[config.mk]
export PLATFORM = sky130hd
export DESIGN_NAME = color_mask_localizer
export DESIGN_NICKNAME = d
export VERILOG_FILES = /design/src/rtl/color_mask_localizer.sv
export SDC_FILE = /design/constraint.sdc
export NUM_CORES = 1
export LEC_CHECK = 0
export ABC_CLOCK_PERIOD_IN_PS = 9200
export CAP_MARGIN = 5
export CORE_UTILIZATION = 57
export CTS_BUF_LIST = sky130_fd_sc_hd__clkbuf_16
export DETAILED_ROUTE_END_ITERATION = 8
export PLACE_DENSITY = 0.87
export SLEW_MARGIN = 10
export SYNTH_ARGS = -nofsm -noshare
export SYNTH_HDL_FRONTEND = slang
export SYNTH_SLANG_ARGS = --single-unit
[constraint.sdc]
create_clock -name clk -period 9.2 [get_ports clk]
set_input_delay 2.3 -clock clk [delete_from_list [all_inputs] [get_ports clk]]
set_output_delay 2.3 -clock clk [all_outputs]
set_load 0.01 [all_outputs]
[src/rtl/color_mask_localizer.sv]
// Frame-level localizer: accumulates per-color hit count and bounding box over a
// raster-order 2-bit mask stream and publishes a registered report at frame end.
module color_mask_localizer #(
  parameter int IMG_WIDTH   = 640,
  parameter int IMG_HEIGHT  = 480,
  parameter int X_WIDTH     = 10,
  parameter int Y_WIDTH     = 9,
  parameter int COUNT_WIDTH = 19,
  parameter int MIN_COUNT   = 64
) (
  input  logic                   clk,
  input  logic                   reset,
  input  logic [1:0]             colorEncoding,
  input  logic                   in_valid,
  input  logic                   sof,
  output logic                   frame_valid,
  output logic                   found1,
  output logic                   found2,
  output logic [COUNT_WIDTH-1:0] count1,
  output logic [COUNT_WIDTH-1:0] count2,
  output logic [X_WIDTH-1:0]     xMin1,
  output logic [X_WIDTH-1:0]     xMax1,
  output logic [X_WIDTH-1:0]     xMin2,
  output logic [X_WIDTH-1:0]     xMax2,
  output logic [Y_WIDTH-1:0]     yMin1,
  output logic [Y_WIDTH-1:0]     yMax1,
  output logic [Y_WIDTH-1:0]     yMin2,
  output logic [Y_WIDTH-1:0]     yMax2,
  output logic [X_WIDTH-1:0]     xCenter1,
  output logic [X_WIDTH-1:0]     xCenter2,
  output logic [Y_WIDTH-1:0]     yCenter1,
  output logic [Y_WIDTH-1:0]     yCenter2
);

  typedef enum logic {WAIT_SOF, ACTIVE} state_t;

  localparam logic [X_WIDTH-1:0]     X_LAST  = X_WIDTH'(IMG_WIDTH - 1);
  localparam logic [Y_WIDTH-1:0]     Y_LAST  = Y_WIDTH'(IMG_HEIGHT - 1);
  localparam logic [COUNT_WIDTH-1:0] CNT_MIN = COUNT_WIDTH'(MIN_COUNT);

  state_t state, state_next;
  logic   take, start, last;

  logic [X_WIDTH-1:0] x, cur_x;
  logic [Y_WIDTH-1:0] y, cur_y;

  // Index 0 is color 1 (mask bit 1), index 1 is color 2 (mask bit 0).
  logic [1:0][COUNT_WIDTH-1:0] cnt, cnt_upd, rep_cnt;
  logic [1:0][X_WIDTH-1:0]     xmin, xmax, xmin_upd, xmax_upd, rep_xmin, rep_xmax, rep_xc;
  logic [1:0][Y_WIDTH-1:0]     ymin, ymax, ymin_upd, ymax_upd, rep_ymin, rep_ymax, rep_yc;
  logic [1:0][X_WIDTH:0]       xsum;
  logic [1:0][Y_WIDTH:0]       ysum;
  logic [1:0]                  rep_found;

  always_ff @(posedge clk) begin
    // NOTE: sequential state always uses non-blocking (<=) so every register samples pre-edge values.
    if (reset) state <= WAIT_SOF;
    else       state <= state_next;
  end

  always_comb begin
    state_next = state;
    if (start) state_next = ACTIVE;
    if (last)  state_next = WAIT_SOF;
  end

  // A valid sof pixel always restarts at (0,0), even mid-frame.
  always_comb begin
    start = in_valid && sof;
    take  = in_valid && (sof || state == ACTIVE);
    cur_x = sof ? '0 : x;
    cur_y = sof ? '0 : y;
    last  = take && (cur_x == X_LAST) && (cur_y == Y_LAST);
  end

  always_ff @(posedge clk) begin
    if (reset) begin
      x <= '0;
      y <= '0;
    end else if (take) begin
      if (last) begin
        x <= '0;
        y <= '0;
      end else if (cur_x == X_LAST) begin
        x <= '0;
        y <= cur_y + 1'b1;
      end else begin
        x <= cur_x + 1'b1;
        y <= cur_y;
      end
    end
  end

  always_comb begin
    for (int c = 0; c < 2; c++) begin
      // NOTE: every comb output gets a default before any condition, so no latch is inferred.
      cnt_upd[c]  = start ? '0 : cnt[c];
      xmin_upd[c] = start ? '1 : xmin[c];
      xmax_upd[c] = start ? '0 : xmax[c];
      ymin_upd[c] = start ? '1 : ymin[c];
      ymax_upd[c] = start ? '0 : ymax[c];
      if (take && colorEncoding[1-c]) begin
        if (cnt_upd[c] != '1)     cnt_upd[c]  = cnt_upd[c] + 1'b1;
        if (cur_x < xmin_upd[c])  xmin_upd[c] = cur_x;
        if (cur_x > xmax_upd[c])  xmax_upd[c] = cur_x;
        if (cur_y < ymin_upd[c])  ymin_upd[c] = cur_y;
        if (cur_y > ymax_upd[c])  ymax_upd[c] = cur_y;
      end
      xsum[c] = {1'b0, xmin_upd[c]} + {1'b0, xmax_upd[c]};
      ysum[c] = {1'b0, ymin_upd[c]} + {1'b0, ymax_upd[c]};
    end
  end

  always_ff @(posedge clk) begin
    for (int c = 0; c < 2; c++) begin
      if (reset || (take && last)) begin
        cnt[c]  <= '0;
        xmin[c] <= '1;
        xmax[c] <= '0;
        ymin[c] <= '1;
        ymax[c] <= '0;
      end else if (take) begin
        cnt[c]  <= cnt_upd[c];
        xmin[c] <= xmin_upd[c];
        xmax[c] <= xmax_upd[c];
        ymin[c] <= ymin_upd[c];
        ymax[c] <= ymax_upd[c];
      end
    end
  end

  always_ff @(posedge clk) begin
    if (reset) begin
      frame_valid <= 1'b0;
      rep_found   <= '0;
      rep_cnt     <= '0;
      rep_xmin    <= '0;
      rep_xmax    <= '0;
      rep_ymin    <= '0;
      rep_ymax    <= '0;
      rep_xc      <= '0;
      rep_yc      <= '0;
    end else begin
      frame_valid <= last;
      if (last) begin
        for (int c = 0; c < 2; c++) begin
          rep_cnt[c]   <= cnt_upd[c];
          rep_found[c] <= (cnt_upd[c] >= CNT_MIN);
          if (cnt_upd[c] == '0) begin
            rep_xmin[c] <= '0;
            rep_xmax[c] <= '0;
            rep_ymin[c] <= '0;
            rep_ymax[c] <= '0;
            rep_xc[c]   <= '0;
            rep_yc[c]   <= '0;
          end else begin
            rep_xmin[c] <= xmin_upd[c];
            rep_xmax[c] <= xmax_upd[c];
            rep_ymin[c] <= ymin_upd[c];
            rep_ymax[c] <= ymax_upd[c];
            rep_xc[c]   <= xsum[c][X_WIDTH:1];
            rep_yc[c]   <= ysum[c][Y_WIDTH:1];
          end
        end
      end
    end
  end

  assign found1   = rep_found[0];
  assign found2   = rep_found[1];
  assign count1   = rep_cnt[0];
  assign count2   = rep_cnt[1];
  assign xMin1    = rep_xmin[0];
  assign xMax1    = rep_xmax[0];
  assign xMin2    = rep_xmin[1];
  assign xMax2    = rep_xmax[1];
  assign yMin1    = rep_ymin[0];
  assign yMax1    = rep_ymax[0];
  assign yMin2    = rep_ymin[1];
  assign yMax2    = rep_ymax[1];
  assign xCenter1 = rep_xc[0];
  assign xCenter2 = rep_xc[1];
  assign yCenter1 = rep_yc[0];
  assign yCenter2 = rep_yc[1];

endmodule
# Word-level counts from Yosys, hierarchy flattened
# Cells that the tools add are included.
[word_totals]
regBits = 289
word_cells = 111
in_bits = 6
[classes]
mux = 48
order_cmp = 10
n_addsub = 8
n_reduce_logical = 12
n_eq_ne = 4
[ops]
columns = ["op", "count"]
rows = [
  ["$mux W10", 21],
  ["$mux W9", 21],
  ["$mux W19", 6],
  ["$add A19 B1 Y19 const B", 2],
  ["$ge A19 B7 Y1 const B", 2],
  ["$logic_not A19 Y1", 2],
  ["$ne A19 B19 Y1 const B", 2],
  ["$add A10 B10 Y11", 2],
  ["$add A9 B9 Y10", 2],
  ["$gt A10 B10 Y1", 2],
  ["$lt A10 B10 Y1", 2],
  ["$gt A9 B9 Y1", 2],
  ["$lt A9 B9 Y1", 2],
  ["$add A10 B1 Y10 const B", 1],
  ["$eq A10 B10 Y1 const B", 1],
  ["$add A9 B1 Y9 const B", 1],
  ["$eq A9 B9 Y1 const B", 1],
  ["$logic_and A1 B1 Y1", 7],
  ["$logic_or A1 B1 Y1", 2],
  ["$reduce_or A2 Y1", 1],
]

# Depth between registers and ports, before layout
# Gate-level depths: netlist of run 1.
[depth]
depth_word = 7
mapped_depth = 29
mapped_depth_nobuf = 23

# Worst setup path after synthesis of run 1
# No wires, ideal clock.
[synth_timing]
path_kind = "in2reg"
start = "input port in_valid"
end = "register rep_yc, in the netlist yCenter2[7]"
arrival_ns = 7.653
setup_ns = 0.119
path_stages = 27
path_slack_ns = 1.428
path_cell_list = "nand2_1 clkbuf_1 clkbuf_1 clkbuf_1 clkbuf_1 buf_1 buf_1 nand2_1 ha_1 nand4_1 nor2_1 o21ai_0 a31o_2 a41oi_1 clkbuf_1 nor2_1 a21oi_1 inv_1 fa_1 a21o_1 a21o_1 a21o_1 a21oi_1 o21bai_1 a21oi_1 xor2_1 o21ai_1"
[synth_rtl]
columns = ["element", "line", "text"]
rows = [
  ["start: declaration", "14", "input logic in_valid,"],
  ["end signal: indexed assignment", "162", "rep_yc[c] <= ysum[c][Y_WIDTH:1];"],
  ["end: declaration", "50", "logic [1:0][Y_WIDTH-1:0] ymin, ymax, ymin_upd, ymax_upd, rep_ymin, rep_ymax, rep_yc;"],
]

# Final worst setup path of run 1
[layout_timing]
start = "input port in_valid"
end = "register rep_xc, in the netlist xCenter1[9]"
[layout_between]
elab_chain_cells = 7
[layout_rtl]
columns = ["element", "line", "text"]
rows = [
  ["$logic_and A1 B1 Y1", "69", "start = in_valid && sof;"],
  ["$mux W10 (tied with other cells)", "98", "xmin_upd[c] = start ? '1 : xmin[c];"],
  ["$lt A10 B10 Y1 (tied with other cells)", "104", "if (cur_x < xmin_upd[c]) xmin_upd[c] = cur_x;"],
  ["$mux W10 (tied with other cells)", "104", ""],
  ["$mux W10 or $mux W19 (tied branches)", "102", "if (take && colorEncoding[1-c]) begin"],
  ["$add A10 B10 Y11 or $logic_not A19 Y1 (tied branches)", "109, 149", ""],
  ["$mux W10", "149", "if (cnt_upd[c] == '0) begin"],
  ["end signal: indexed assignment", "161", "rep_xc[c] <= xsum[c][X_WIDTH:1];"],
  ["end: declaration", "49", "logic [1:0][X_WIDTH-1:0] xmin, xmax, xmin_upd, xmax_upd, rep_xmin, rep_xmax, rep_xc;"],
]
# Parallel ways exist; a longest one is shown, timed or not.
# A chain may end at the register's enable or synchronous reset.

==> impl_summary.log, run 1 <==
[metrics] run status: completed
[metrics] final number of hold-violating endpoints: 0
[metrics] Die Y-Extent: 162 um
[metrics] first-pass GRT wire length: 62900 um
[metrics] Power, Total: 2690 uW
[metrics] starting utilization of the core area: 58.0%
[metrics] Critical Path Source Type: primary input
[metrics] data arrival at the endpoint of the critical path: 7.95 ns
[metrics] Total Die Area: 26300 um^2
[metrics] top library cells by usage in the layout, fill and taps aside: sky130_fd_sc_hd__dfxtp_1, sky130_fd_sc_hd__nor2_1, sky130_fd_sc_hd__nand2_1
[metrics] leakage power: 0.00738 uW
[metrics] Die Width: 162 um
[metrics] number of library cell types mapped by synthesis: 73
[metrics] clock-pin slew of the registers on the worst-case setup and hold paths: 0.06 ns
[metrics] RSZ-0062 raised after global routing: false
[metrics] Worst Hold Margin: 0.448 ns
[metrics] final max-slew violation count: 0
[metrics] wire length per cell after detailed routing: 17.2 um
[metrics] largest clock skew in the final design: 0.0183 ns
[metrics] class of the tightest hold or removal check: reg2reg
[metrics] core footprint: 25200 um^2
[metrics] Tcrit/Tclk final: 81.2%
[metrics] layout overhead on the synthesized area: 19.8%
[metrics] number of resized instances in the post-cts repair step: 0
[metrics] placement row count: 58
[metrics] Crit path required time: 9.68 ns
[metrics] number of max-cap violations: 0
[metrics] number of cells in the finished layout apart from fillers: 2270
[metrics] Antenna Nets Post-Route: 0
[metrics] remaining global-route overflow: 0
[metrics] number of nets in the layout: 2036
[metrics] top cells by area in the synthesized netlist: sky130_fd_sc_hd__dfxtp_1, sky130_fd_sc_hd__ha_1, sky130_fd_sc_hd__nor2_1, sky130_fd_sc_hd__nand2_1, sky130_fd_sc_hd__a21oi_1
[metrics] proportion of synthesized chip area in sequential cells: 39.6%
[metrics] cell count after placement: 2214
[metrics] Clock Tree Buf Depth: 3
[metrics] worst slew margin relative to its limit: 24.9%
[metrics] Async S/R FF share, synth: 0%
[metrics] fraction of synthesized cell area taken by the top area cell type: 39.6%
[metrics] Synth area leader: sky130_fd_sc_hd__dfxtp_1
[metrics] CP max FO: 50
[metrics] mean instance size in the synthesized netlist: 8.16 um^2
[metrics] count of pins on the block boundary: 161
[metrics] type of the worst setup path: in2reg
[metrics] aggregate routed wire length: 39100 um
[metrics] CTS Sinks: 289
[metrics] number of warnings issued by yosys: 0
[metrics] drt initial violations: 1160
[metrics] half-perimeter wire length after placement: 27100 um
[metrics] Power per Cell Area: 153 nW/um^2
[metrics] most frequent standard cell in the layout excluding fill and tap cells: sky130_fd_sc_hd__dfxtp_1
[metrics] share of post-route cells with drive strength above 1: 5.67%
[metrics] worst slew pin tran: 1.11 ns
[metrics] net count of the mapped netlist: 1911
[metrics] cts bufs inserted: 30
[metrics] gpl congestion: 0.950
[metrics] Setup violations, final: 0
[metrics] post-detailed-route DRC marker count: 0
[metrics] Primary FF master, synth: sky130_fd_sc_hd__dfxtp_1
[metrics] critical path endpoint category: flop
[metrics] antenna violations before repair: 0
[metrics] TritonCTS clock tree: yes
[metrics] FF+latch count, synth: 289
[metrics] worst ir drop on vdd: 0.133 mV
[metrics] total global-route track usage: 29.2%
[metrics] Port Buffer Count: 160
[metrics] maximum number of pins on one net before global-route repair: 90
[metrics] Tmin final: 7.47 ns
[metrics] Root Buffer Master: sky130_fd_sc_hd__clkbuf_16
[metrics] clock latency reported for the late side of the worst-skew pair: 0.56 ns
[metrics] Post-synth EDFFs: 0
[metrics] via density per instance: 5.88
[metrics] buffers inserted by post-CTS timing repair: 0
[metrics] antenna diode count: 0
[metrics] count of hold-fix buffers inserted at cts: 0
[metrics] instance count of the mapped netlist: 1791
[metrics] via total after detailed routing: 13340
[metrics] post-route setup TNS: 0 ns
[metrics] first-pass iteration count of the detailed router: 5
[metrics] maximum frequency from static timing analysis: 0.134 GHz
[metrics] H-tree depth reported by CTS: 1
[metrics] vias in the first global route: 12648
[metrics] cell area after technology mapping: 14600 um^2
[worst paths after layout]
check                           startpoint                        to  slack, ns  depth (start not counted)
setup reg to reg         x[3]$_SDFFE_PP0P_  xCenter1[9]$_SDFFE_PP0P_       4.12                         20
setup / recovery                  in_valid  xCenter1[9]$_SDFFE_PP0P_       1.73                         21
hold reg to reg   xCenter2[5]$_SDFFE_PP0P_  xCenter2[5]$_SDFFE_PP0P_       0.45                          2
hold / removal    xCenter2[5]$_SDFFE_PP0P_  xCenter2[5]$_SDFFE_PP0P_       0.45                          2
[critical path, stage by stage]
cell and delay, ns:
sky130_fd_sc_hd__clkdlybuf4s50_1 0.80, sky130_fd_sc_hd__and2_2 0.87, sky130_fd_sc_hd__nor2_1 0.15, sky130_fd_sc_hd__ha_1 0.34, sky130_fd_sc_hd__a21o_1 0.17, sky130_fd_sc_hd__a211oi_1 0.26
sky130_fd_sc_hd__a21oi_1 0.13, sky130_fd_sc_hd__o21ai_0 0.16, sky130_fd_sc_hd__nand2_1 0.33, sky130_fd_sc_hd__a21o_1 0.34, sky130_fd_sc_hd__fa_1 0.49, sky130_fd_sc_hd__nor2b_1 0.12
sky130_fd_sc_hd__o21ai_0 0.10, sky130_fd_sc_hd__a21boi_0 0.27, sky130_fd_sc_hd__o21ai_0 0.17, sky130_fd_sc_hd__a21boi_0 0.30, sky130_fd_sc_hd__o21a_1 0.15, sky130_fd_sc_hd__nor2_1 0.06
sky130_fd_sc_hd__o21bai_1 0.18, sky130_fd_sc_hd__a21oi_1 0.08, sky130_fd_sc_hd__o21ai_0 0.15
[layer usage]
metal	vias up	global-route usage, %	part of all wire, %
met2	460	49.6	47
li1	6503	-	-
met5	-	0	0
met3	94	4.14	6.5
met1	6283	37.3	43
met4	0	11.6	2.9
[kinds of logic after synthesis]
group,after synthesis,synth area share [%]
simple gates,713,22.7
flops,289,39.6
compound gates,439,18.8
buf+inv,165,4.43
fa+ha+maj,114,9.97
mux,17,1.22
xor+xnor,54,3.29
[state kept, by name, indices dropped and copies added (netlist names), 18 cells and up]
signal,count
cnt,38
count1,19
count2,19
xmax,20
xmin,20
ymax,18
ymin,18
[through the flow]
step                      setup slack (ns)  area, um^2  util [%]
after global routing                  1.32       17500      69.6
after floorplan                       1.43       14600         -
after CTS                             1.80       17500      69.6
final                                 1.73       17500      69.6
after detailed placement              1.28       16500      65.5
after global placement                1.50       16500      65.5
[layout make-up]
class	count	area, um^2
inverters	69	259
repair buffers	189	1830
fillers	1875	7670
clock inverters	25	249
well taps	330	413
multi-input cells	1337	8210
flip-flops and latches	289	5790
clock buffers	31	776
[synthesized netlist by cell type, types with 5 or more instances]
master and number:
sky130_fd_sc_hd__dfxtp_1 289, sky130_fd_sc_hd__nor2_1 258, sky130_fd_sc_hd__nand2_1 212, sky130_fd_sc_hd__a21oi_1 136, sky130_fd_sc_hd__ha_1 110, sky130_fd_sc_hd__o21ai_0 83
sky130_fd_sc_hd__clkbuf_1 74, sky130_fd_sc_hd__inv_1 69, sky130_fd_sc_hd__a22o_1 43, sky130_fd_sc_hd__o21ai_1 43, sky130_fd_sc_hd__nor3_1 37, sky130_fd_sc_hd__or3_1 32
sky130_fd_sc_hd__xnor2_1 28, sky130_fd_sc_hd__nand2b_1 26, sky130_fd_sc_hd__xor2_1 25, sky130_fd_sc_hd__a31oi_1 24, sky130_fd_sc_hd__nand4_1 21, sky130_fd_sc_hd__a21o_1 20
sky130_fd_sc_hd__nand3_1 20, sky130_fd_sc_hd__a211oi_1 19, sky130_fd_sc_hd__and3_1 17, sky130_fd_sc_hd__nor2b_1 16, sky130_fd_sc_hd__and2_1 14, sky130_fd_sc_hd__mux2i_1 13
sky130_fd_sc_hd__nor4_1 13, sky130_fd_sc_hd__buf_1 10, sky130_fd_sc_hd__buf_2 10, sky130_fd_sc_hd__o21a_1 10, sky130_fd_sc_hd__o21bai_1 10, sky130_fd_sc_hd__or4_1 8
sky130_fd_sc_hd__and4_1 7, sky130_fd_sc_hd__o31ai_1 7, sky130_fd_sc_hd__or2_2 7, sky130_fd_sc_hd__nor3b_1 6, sky130_fd_sc_hd__o211ai_1 6, sky130_fd_sc_hd__a22oi_1 5
[where the power goes]
group | internal (uW) | switching, uW
sequential | 1260 | 5.50
combinational | 51.9 | 114
clock | 749 | 505
total | 2060 | 624
Note: power is estimated with default switching activity, not from simulation.
==> run 2, diff against run 1 <==
--- a/config.mk
+++ b/config.mk
@@ -5,7 +5,7 @@
 export SDC_FILE = /design/constraint.sdc
 export NUM_CORES = 1
 export LEC_CHECK = 0
-export ABC_CLOCK_PERIOD_IN_PS = 9200
+export ABC_CLOCK_PERIOD_IN_PS = 7410
 export CAP_MARGIN = 5
 export CORE_UTILIZATION = 57
 export CTS_BUF_LIST = sky130_fd_sc_hd__clkbuf_16
==> constraint.sdc (replaced) <==
create_clock -name clk -period 7.41 [get_ports clk]
set_input_delay 1.8525 -clock clk [delete_from_list [all_inputs] [get_ports clk]]
set_output_delay 1.8525 -clock clk [all_outputs]
set_load 0.01 [all_outputs]
==> run 2 against run 1 <==
Effect of this change: die area is the same; critical path depth grew 1; cell area grew 1.1%; global-route usage grew 1.8 points; sequential cell count is the same; sequential power grew 24%; combinational power grew 27%; critical endpoint is now xCenter2[9]$_SDFFE_PP0P_; largest cell class unchanged.
==> impl_summary.log, run 2 (synthesized netlist as in run 1, its figures left out) <==
[metrics] number of resized instances in the post-cts repair step: 0 (unchanged)
[metrics] worst slew pin tran: 1.02 ns (-0.0897 ns)
[metrics] starting utilization of the core area: 58.0% (unchanged)
[metrics] Die Y-Extent: 162 um (unchanged)
[metrics] clock-pin slew of the registers on the worst-case setup and hold paths: 0.06 ns (about the same)
[metrics] maximum number of pins on one net before global-route repair: 91 (+1.1%)
[metrics] final max-slew violation count: 0 (unchanged)
[metrics] Port Buffer Count: 160 (unchanged)
[metrics] worst ir drop on vdd: 0.220 mV (+66%)
[metrics] layout filler cell count: 1887 (+0.64%)
[metrics] data arrival at the endpoint of the critical path: 7.04 ns (-0.91 ns)
[metrics] antenna diode count: 0 (unchanged)
[metrics] cts bufs inserted: 30 (unchanged)
[metrics] Clock Tree Buf Depth: 3 (unchanged)
[metrics] layout overhead on the synthesized area: 21.2%
[metrics] top library cells by usage in the layout, fill and taps aside: sky130_fd_sc_hd__dfxtp_1, sky130_fd_sc_hd__nor2_1, sky130_fd_sc_hd__nand2_1
[metrics] class of the tightest hold or removal check: reg2reg
[metrics] via total after detailed routing: 13514 (+1.3%)
[metrics] Setup violations, final: 0 (unchanged)
[metrics] critical path endpoint category: flop
[metrics] setup slack after placement: 0.407 ns (-0.868 ns)
[metrics] post-route setup TNS: 0 ns (unchanged)
[metrics] largest clock skew in the final design: 0.0115 ns (-0.00689 ns)
[metrics] slowest cell on the critical path: sky130_fd_sc_hd__and2_2
[metrics] Root Buffer Master: sky130_fd_sc_hd__clkbuf_16
[metrics] Crit path required time: 7.84 ns (-1.84 ns)
[metrics] critical-path cell list: clkdlybuf4s50_1 -> and2_2 -> buf_4 -> nor2_1 -> ha_1 -> a21oi_1 -> nor2b_1 -> o21ai_0 -> o211a_1 -> buf_4 -> nor3_1 -> a21oi_1 -> ha_1 -> a21o_1 -> a21oi_1 -> o21bai_1 -> a21oi_1 -> o21bai_1 -> a21oi_1 -> o21bai_1 -> a21oi_1 -> o21ai_1
[metrics] type of the worst setup path: in2reg
[metrics] first-pass GRT wire length: 66600 um (+5.9%)
[metrics] count of hold-fix buffers inserted at cts: 0 (unchanged)
[metrics] placement row count: 58 (unchanged)
[metrics] Power per Cell Area: 195 nW/um^2 (+27%)
[metrics] Tmin final: 6.60 ns
[metrics] leading registers by flop count: cnt (38), xmax (20), xmin (20)
[metrics] run status: completed
[metrics] RSZ-0062 raised after global routing: false
[metrics] vias in the first global route: 13187 (+4.3%)
[metrics] flip-flop count of the largest register after layout: 38 (unchanged)
[metrics] family with the most delay on the worst path: compound AO/OA/AOI/OAI gates
[metrics] most repeated library cell on the critical path: sky130_fd_sc_hd__a21oi_1
[metrics] aggregate routed wire length: 40700 um (+4.0%)
[metrics] buffers inserted by post-CTS timing repair: 0 (unchanged)
[metrics] Die Width: 162 um (unchanged)
[metrics] post-detailed-route DRC marker count: 0 (unchanged)
[metrics] maximum frequency from static timing analysis: 0.151 GHz
[metrics] number of max-cap violations: 0 (unchanged)
[metrics] leakage power: 0.00747 uW (+1.2%)
[metrics] total global-route track usage: 31.0% (+1.8 points)
[metrics] most frequent standard cell in the layout excluding fill and tap cells: sky130_fd_sc_hd__dfxtp_1
[metrics] final number of hold-violating endpoints: 0 (unchanged)
[metrics] setup ws final: 0.805 ns (-0.923 ns)
[metrics] Total Die Area: 26300 um^2 (unchanged)
[metrics] wire length per cell after detailed routing: 17.8 um (+3.3%)
[metrics] Critical Path Source Type: primary input
[metrics] Tcrit/Tclk final: 89.1%
[metrics] share of post-route cells with drive strength above 1: 6.65% (+0.98 points)
[metrics] CP max FO: 39 (-22%)
[metrics] Antenna Nets Post-Route: 0 (unchanged)
[metrics] drt initial violations: 879 (-24%)
[metrics] setup slack of the worst register-to-register path: 2.80 ns (-1.32 ns)
[metrics] remaining global-route overflow: 0 (unchanged)
[metrics] first-pass iteration count of the detailed router: 6 (+1)
[metrics] gpl congestion: 0.959 (+0.94%)
[metrics] Power, Total: 3460 uW (+29%)
[metrics] number of buffers and inverters on the critical path: 3 (+2)
[metrics] final core utilization: 70.3% (+0.77 points)
[metrics] number of nets in the layout: 2050 (+0.69%)
[metrics] H-tree depth reported by CTS: 1 (unchanged)
[metrics] via density per instance: 5.92 (+0.68%)
[metrics] TritonCTS clock tree: yes
[metrics] CTS Sinks: 289 (unchanged)
[metrics] worst slew margin relative to its limit: 31.8% (+7.0 points)
[metrics] antenna violations before repair: 0 (unchanged)
[metrics] most flop-heavy register: cnt
[metrics] Critical Path Max Stage Delay: 0.81 ns (-0.06 ns)
[metrics] clock latency reported for the late side of the worst-skew pair: 0.56 ns (about the same)
[metrics] count of pins on the block boundary: 161 (unchanged)
[metrics] half-perimeter wire length after placement: 28600 um (+5.6%)
[metrics] core footprint: 25200 um^2 (unchanged)
[run 2: cell count changes in the layout (fill, tap and decap cells not counted), moves of 2 or more]
cell and change:
sky130_fd_sc_hd__bufinv_16 +2, sky130_fd_sc_hd__clkinv_4 +3, sky130_fd_sc_hd__clkinvlp_4 +3, sky130_fd_sc_hd__inv_1 -3, sky130_fd_sc_hd__buf_4 +13, sky130_fd_sc_hd__clkinv_1 -3
sky130_fd_sc_hd__clkinv_2 -2
[run 2: final timing paths]
path,start,endpoint,depth (start not counted)
worst min-delay path,xMax2[3]$_SDFFE_PP0P_,xMax2[3]$_SDFFE_PP0P_,2
worst max-delay path,sof,xCenter2[9]$_SDFFE_PP0P_,22
worst min register to register,xMax2[3]$_SDFFE_PP0P_,xMax2[3]$_SDFFE_PP0P_,2
worst max register to register,x[6]$_SDFFE_PP0P_,xCenter2[9]$_SDFFE_PP0P_,20
[run 2: worst reg2reg max path, delay by kind of cell (launching register included)]
kind	cells	cell delay, ns
compound gates	13	2.15
fa+ha+maj	2	0.69
simple gates	3	0.72
buf+inv	2	0.49
flops	1	0.44
[run 2: layer usage]
metal  GRT usage, %  wire length (um)  vias to the layer above
met2           51.7             19200                      527
met3           4.03              2690                      103
met5              0                 0                        -
met4           12.7              1340                        0
met1           40.3             17400                     6339
li1               -                 -                     6545
[run 2: final cells by class]
class	count	area, um^2	area share (%)
well taps	330	413	2.33
clock buffers	31	776	4.38
flip-flops and latches	289	5790	32.7
multi-input cells	1337	8210	46.3
repair buffers	203	1940	11.0
inverters	69	259	1.46
clock inverters	25	325	1.84
[run 2: power breakdown]
| group | internal [uW] | switching (uW) |
|---|---|---|
| Clock | 1010 | 663 |
| Sequential | 1570 | 6.77 |
| Combinational | 67.5 | 143 |
| Total | 2640 | 813 |
[run 2: metrics by stage]
step | hold slack, ns | area, um^2 | cells
2_1_floorplan | 0.432 | 14600 | 1791
3_3_place_gp | 0.437 | 16600 | 2228
3_5_place_dp | 0.442 | 16600 | 2228
4_1_cts | 0.453 | 17700 | 2284
5_1_grt | 0.468 | 17700 | 2284
6_report | 0.449 | 17700 | 2284
